==> src/rtl/wavegen_pkg.sv <==
// Shared types for the waveform capture path: sample format and capture FSM states.
// No logic; imported by the capture top and its RAM.
package wavegen_pkg;

    localparam int SAMPLE_W = 16;

    typedef logic signed [SAMPLE_W-1:0] sample_t;

    typedef enum logic [2:0] {
        IDLE,
        PRE,
        ARMED,
        POST,
        DONE
    } capture_state_t;

endpackage

==> src/rtl/capture_ram.sv <==
// Purpose: DEPTH x SAMPLE_W simple dual-port sample store, one write port, one read port.
// Latency: read data registered, 1 clk after rd_addr; writes land on the clk edge.
// Backpressure: none, both ports accept every clk.
module capture_ram
    import wavegen_pkg::*;
#(
    parameter int DEPTH  = 256,
    parameter int ADDR_W = 8
) (
    input  logic                clk,
    input  logic                rst_n,
    input  logic                wr_vld,
    input  logic [ADDR_W-1:0]   wr_addr,
    input  logic [SAMPLE_W-1:0] wr_dat,
    input  logic [ADDR_W-1:0]   rd_addr,
    output logic [SAMPLE_W-1:0] rd_dat
);

    logic [SAMPLE_W-1:0] mem [DEPTH];

    always_ff @(posedge clk) begin
        if (wr_vld) begin
            mem[wr_addr] <= wr_dat;
        end
    end

    // Only the output register is reset; the array keeps whatever it last held.
    always_ff @(posedge clk or negedge rst_n) begin
        if (!rst_n) begin
            rd_dat <= '0;
        end else begin
            rd_dat <= mem[rd_addr];
        end
    end

endmodule

==> src/rtl/wave_capture.sv <==
// Purpose: scope-style triggered capture of the DAC sample stream with pre-trigger history and auto-trigger.
// Latency: one write per i_cs; o_done one clk after the final POST write; readout 1 clk after i_rd_addr.
// Backpressure: none; samples arriving in IDLE/DONE or coincident with i_arm are dropped.
module wave_capture
    import wavegen_pkg::*;
#(
    parameter int DEPTH    = 256,
    parameter int ADDR_W   = 8,
    parameter int PRE_TRIG = 32,
    parameter int AUTO_TO  = 4096
) (
    input  logic              clk,
    input  logic              rst_n,
    input  logic [15:0]       i_sample,
    input  logic              i_cs,
    input  logic              i_arm,
    input  logic [15:0]       i_trig_level,
    input  logic              i_trig_slope,
    input  logic              i_auto,
    input  logic [ADDR_W-1:0] i_rd_addr,
    output logic [15:0]       o_rd_data,
    output logic              o_busy,
    output logic              o_done,
    output logic              o_auto
);

    localparam int POST_LEN = DEPTH - PRE_TRIG;
    localparam int CNT_W    = $clog2(AUTO_TO + DEPTH + 1);

    capture_state_t    state, state_nxt;
    logic [CNT_W-1:0]  cnt, cnt_nxt, cnt_inc;
    logic [ADDR_W-1:0] wr_ptr;
    logic [ADDR_W-1:0] trig_ptr;
    logic [ADDR_W-1:0] rd_phys;
    sample_t           cur;
    sample_t           lvl;
    sample_t           prev;
    logic              prev_vld;
    logic              auto_q;
    logic              wr_vld;
    logic              level_hit;
    logic              auto_hit;
    logic              trig_set;
    logic              auto_set;

    assign cur     = sample_t'(i_sample);
    assign lvl     = sample_t'(i_trig_level);
    assign cnt_inc = cnt + CNT_W'(1);
    assign o_busy  = (state == PRE) || (state == ARMED) || (state == POST);
    assign o_done  = (state == DONE);
    assign o_auto  = auto_q;
    assign wr_vld  = i_cs && !i_arm && o_busy;

    assign level_hit = prev_vld && (i_trig_slope ? ((prev > lvl) && (cur <= lvl))
                                                 : ((prev < lvl) && (cur >= lvl)));
    assign auto_hit  = i_auto && (cnt_inc == CNT_W'(AUTO_TO));

    always_comb begin
        state_nxt = state;
        cnt_nxt   = cnt;
        trig_set  = 1'b0;
        auto_set  = 1'b0;
        if (i_arm) begin
            state_nxt = PRE;
            cnt_nxt   = '0;
        end else begin
            case (state)
                PRE: begin
                    if (PRE_TRIG == 0) begin
                        state_nxt = ARMED;
                    end else if (wr_vld) begin
                        cnt_nxt = cnt_inc;
                        if (cnt_inc == CNT_W'(PRE_TRIG)) begin
                            state_nxt = ARMED;
                            cnt_nxt   = '0;
                        end
                    end
                end
                ARMED: begin
                    if (wr_vld) begin
                        if (i_auto) begin
                            cnt_nxt = cnt_inc;
                        end
                        // A genuine level crossing takes precedence over the timeout flag.
                        if (level_hit || auto_hit) begin
                            trig_set  = 1'b1;
                            auto_set  = !level_hit;
                            cnt_nxt   = CNT_W'(1);
                            state_nxt = (POST_LEN == 1) ? DONE : POST;
                        end
                    end
                end
                POST: begin
                    if (wr_vld) begin
                        cnt_nxt = cnt_inc;
                        if (cnt_inc == CNT_W'(POST_LEN)) begin
                            state_nxt = DONE;
                            cnt_nxt   = '0;
                        end
                    end
                end
                default: begin
                    state_nxt = state;
                end
            endcase
        end
    end

    always_ff @(posedge clk or negedge rst_n) begin
        if (!rst_n) begin
            state    <= IDLE;
            cnt      <= '0;
            wr_ptr   <= '0;
            trig_ptr <= '0;
            prev     <= '0;
            prev_vld <= 1'b0;
            auto_q   <= 1'b0;
        end else begin
            state <= state_nxt;
            cnt   <= cnt_nxt;
            if (i_arm) begin
                wr_ptr   <= '0;
                prev_vld <= 1'b0;
                auto_q   <= 1'b0;
            end else begin
                if (wr_vld) begin
                    wr_ptr   <= wr_ptr + ADDR_W'(1);
                    prev     <= cur;
                    prev_vld <= 1'b1;
                end
                if (trig_set) begin
                    trig_ptr <= wr_ptr;
                    auto_q   <= auto_set;
                end
            end
        end
    end

    // Logical address 0 is the oldest pre-trigger sample; wrap is implicit in ADDR_W.
    assign rd_phys = trig_ptr - ADDR_W'(PRE_TRIG) + i_rd_addr;

    capture_ram #(
        .DEPTH  (DEPTH),
        .ADDR_W (ADDR_W)
    ) u_ram (
        .clk     (clk),
        .rst_n   (rst_n),
        .wr_vld  (wr_vld),
        .wr_addr (wr_ptr),
        .wr_dat  (i_sample),
        .rd_addr (rd_phys),
        .rd_dat  (o_rd_data)
    );

endmodule

==> config.mk <==
export PLATFORM = sky130hd
export DESIGN_NAME = wave_capture
export DESIGN_NICKNAME = d
export VERILOG_FILES = /design/src/rtl/wavegen_pkg.sv /design/src/rtl/capture_ram.sv /design/src/rtl/wave_capture.sv
export SDC_FILE = /design/constraint.sdc
export NUM_CORES = 2
export LEC_CHECK = 0
export CAP_MARGIN = 30
export CELL_PAD_IN_SITES_DETAIL_PLACEMENT = 0
export CELL_PAD_IN_SITES_GLOBAL_PLACEMENT = 1
export CORE_MARGIN = 1
export CORE_UTILIZATION = 50
export CTS_CLUSTER_SIZE = 25
export DETAILED_ROUTE_END_ITERATION = 10
export DONT_BUFFER_PORTS = 1
export GPL_ROUTABILITY_DRIVEN = 0
export PLACE_DENSITY = 0.73
export SLEW_MARGIN = 20
export SYNTH_ARGS = -nofsm -noshare
export SYNTH_HDL_FRONTEND = slang
export SYNTH_SLANG_ARGS = --single-unit
export TNS_END_PERCENT = 20
==> constraint.sdc <==
create_clock -name clk -period 3.4 [get_ports clk]
set_clock_uncertainty 0.15 [all_clocks]
set_input_delay 0.68 -clock clk [delete_from_list [all_inputs] [get_ports clk]]
set_output_delay 0.68 -clock clk [all_outputs]
set_load 0.005 [all_outputs]
==> impl_metrics.ini <==
[clock_tree]
clk_pin_slew_ns = 0.06
cts_tree = done
numCtsBuffers = 415
cts-root-buf = clkbuf_16
clock-sinks = 4162
htreeDepth = 5
ctsLongestPathBuffers = 4
insertion_delay_ns = 0.99

[critical_path]
max_stage_delay_ns = 0.81
critPathRequiredTime_ns = 4.10
path_class = register to register
crit_slowest_cell = fa_4
path_cells = ha_4 -> ha_4 -> inv_2 -> fa_4 -> buf_12 -> buf_16 -> buf_4 -> mux4_2 -> nand2_1 -> nand3_2 -> nand4_1 -> buf_6 -> nor3_1
critPathLaunchType = register
end_kind = register
cp_common_cell = ha_4
crit_family = adder cells
arrival_ns = 4.46
path_buf_inv = 5
cp_max_fo = 7

[placed_design]
io_buffers = 0
place_inst = 11500
place_area_um2 = 172000
dp_hpwl_um = 231000

[layout]
drive_gt1_share_pct = 35.6
fin_nets = 7917
synthToLayoutAreaGrowth_pct = 17.3
register_area_um2 = 125000
design_area_um2 = 188000
final.fill_count = 22000
multiInputGateArea_um2 = 35300
stdcell_count = 12400

[outcome]
status = complete, but fails checks
failed_checks = negative hold slack, max-slew violations, negative setup slack

[pwr]
switching_share_pct = 21.4
comb_power_share_pct = 6.1
cell_internal_pwr_mw = 84.5
switchingPower_mw = 23.0
seqPwrFrac_pct = 52.6
ir_drop_v = 0.000475
powerDensity_nw_per_um2 = 571
leakage_nw = 60.0
clkPwrFrac_pct = 41.3

[synth]
ys_types = 69
synth_area_um2 = 161000
avgSynthCellArea_um2 = 23.3
synthArstFlopShare_pct = 1.59
synth_top_area_share_pct = 76.6
syn_inst = 6893
ys.warnings.count = 0
yosysMostFrequentCell = edfxtp_1
synthesis.nets = 6991
ys_seq_area_share_pct = 77.7
synth-edff-count = 4096
synth_area_leaders = edfxtp_1 77%, mux4_2 18%, dfrtp_1 1.0%
ys_ff_latch = 4162
synth_flop_cell = edfxtp_1
synth_top_cell_by_area = edfxtp_1
synth_common_cells = 4,096 x edfxtp_1, 1,280 x mux4_2, 328 x nor2_1

[floorplanning]
core_area_um2 = 319000
row_count = 207
die_h_um = 569
die_area_um2 = 323000
die_w_um = 569
start_util_pct = 50.4
pin_count = 65

[route]
post-route-drc-count = 0
finalWirelength_um = 413000
vias = 77500
ant_nets = 0
wire_per_inst_um = 33.4
vias_per_cell = 6.27
drt_iter0_drc = 10100
drt_pre_antenna_iters = 5

[grt]
grt_max_degree = 259
grt.total_usage_pct = 24.7
grt_overflow = 0
grt_pass1_vias = 76900
grt_pass1_wl_um = 571000
antenna_found_initial = 17

[flow_run]
drv_cap = 0

[sta]
tightest_slew_ns = 1.51
setup_ws_ns = -0.354
min_period_ns = 3.75
setup_viol = 16
grt_setup_unrepaired = yes
hold_viol = 105
whs_ns = -0.227
fin_crit_sh_pct = 110
max_freq_ghz = 0.266
slew_headroom_pct = -0.592
slew_violations = 17

[worst_hold_path]
hold_class = input pin to register
-- logic make-up after synthesis --
logic type | after synthesis | share of synthesized area [%]
and+or+nand+nor | 825 | 2.19
adders and majority gates | 52 | 0.410
buffers and inverters | 404 | 0.997
AOI/OAI and AO/OA | 132 | 0.530
xor gates and xnor gates | 15 | 0.0818
muxes | 1303 | 18.1
DFF | 4162 | 77.7
-- final timing paths --
path | start | endpoint | slack (ns) | depth (start not counted)
max | trig_ptr[1]$_DFFE_PN0P_ | u_ram.rd_dat[9]$_DFF_PN0_ | -0.35 | 13
min | i_sample[14] | u_ram.mem[150][14]$_DFFE_PP_ | -0.23 | 0
max reg2reg | trig_ptr[1]$_DFFE_PN0P_ | u_ram.rd_dat[9]$_DFF_PN0_ | -0.35 | 13
min reg2reg | trig_ptr[6]$_DFFE_PN0P_ | trig_ptr[6]$_DFFE_PN0P_ | 0.37 | 1
max in group asynchronous | rst_n | u_ram.rd_dat[6]$_DFF_PN0_ | 2.64 | 2
min in group asynchronous | rst_n | state[2]$_DFFE_PN0P_ | 0.08 | 2
-- final cells by class --
type / count / area share [%]
multi-input combinational: 2327 / 18.7
antenna: 15 / 0.0199
sequential: 4162 / 66.2
timing repair buffer: 878 / 5.18
inverter: 35 / 0.0698
tap: 4180 / 2.78
clock buffer: 524 / 5.81
clock inverter: 236 / 1.18
-- layout by cell type, fill, tap and decap left out, drive strengths merged, types with 3 or more instances in the layout --
master       instances
or4                  3
and2                 4
a22o                 8
mux4              1280
mux2                23
a31oi                3
a221o                3
or3                  4
inv                 49
or2                  3
dlygate4sd3         26
dfrtp               66
o31ai                4
o22ai               16
a21oi               51
nor4                10
clkbuf             529
nand4               26
nand2b               4
ha                  51
a21o                 6
nor2b               10
a21boi               3
o211ai               3
xnor2                7
buf                847
diode               15
bufinv              33
and3                 6
a211oi               4
edfxtp            4096
o21ai               15
clkinvlp            14
clkinv             175
xor2                 8
nand2              292
nor2               329
nor3                35
nand3               89
-- metal layers --
metal  vias to the layer above  track usage (%)  wire length [µm]
met2                      3876             38.1            197000
li1                      31200                -                 -
met4                         0             7.57             15000
met1                     41800             36.1            164000
met3                       615             4.67             37700
met5                         -                0                 0
-- registers in the layout, indices dropped and copies added (netlist names) --
signal	flops
prev_vld	1
prev	16
u_ram.mem	4096
wr_ptr	8
cnt	13
u_ram.rd_dat	16
o_auto	1
state	3
trig_ptr	8
-- worst reg2reg max path: cells and delay by family (launching register included) --
kind	cells	cell delay (ns)
AND/OR/NAND/NOR	4	0.64
flip-flops	1	0.41
adder cells (fa/ha/maj)	3	1.21
multiplexers	1	0.48
buffers and inverters	5	0.74
-- power groups by stage --
stage	Sequential, mW	Combinational, mW	Clock [mW]
after floorplan	57.6	2.92	0
after detailed placement	57.7	4.98	0
after global routing	56.6	6.80	46.9
after CTS	56.6	5.76	45.0
after global placement	57.7	4.95	0
final	56.6	6.51	44.4
-- metrics by stage --
stage / hold WS, ns / setup TNS (ns) / utilization (%) / power (mW) / worst slack (ns)
floorplan: 0.234 / -0.928 / - / 60.5 / -0.0660
detailed placement: 0.236 / -27.29 / 54.0 / 62.6 / -1.01
CTS: -0.396 / -4.65 / 58.7 / 107 / -0.313
global placement: 0.236 / -24.92 / 54.0 / 62.6 / -0.992
global route: -0.294 / -9.06 / 59.1 / 110 / -0.388
finish: -0.227 / -4.90 / 59.1 / 108 / -0.354
-- what timing repair did --
action                     4_1_cts  5_1_grt
setup endpoints to repair       34       39
setup buffers                   24       17
hold endpoints to repair      3221      981
hold buffers                    35       28
resized for setup              134       79
gates cloned                     8        8
pin swaps                       27       24
Note: power is estimated with default switching activity, not from simulation.
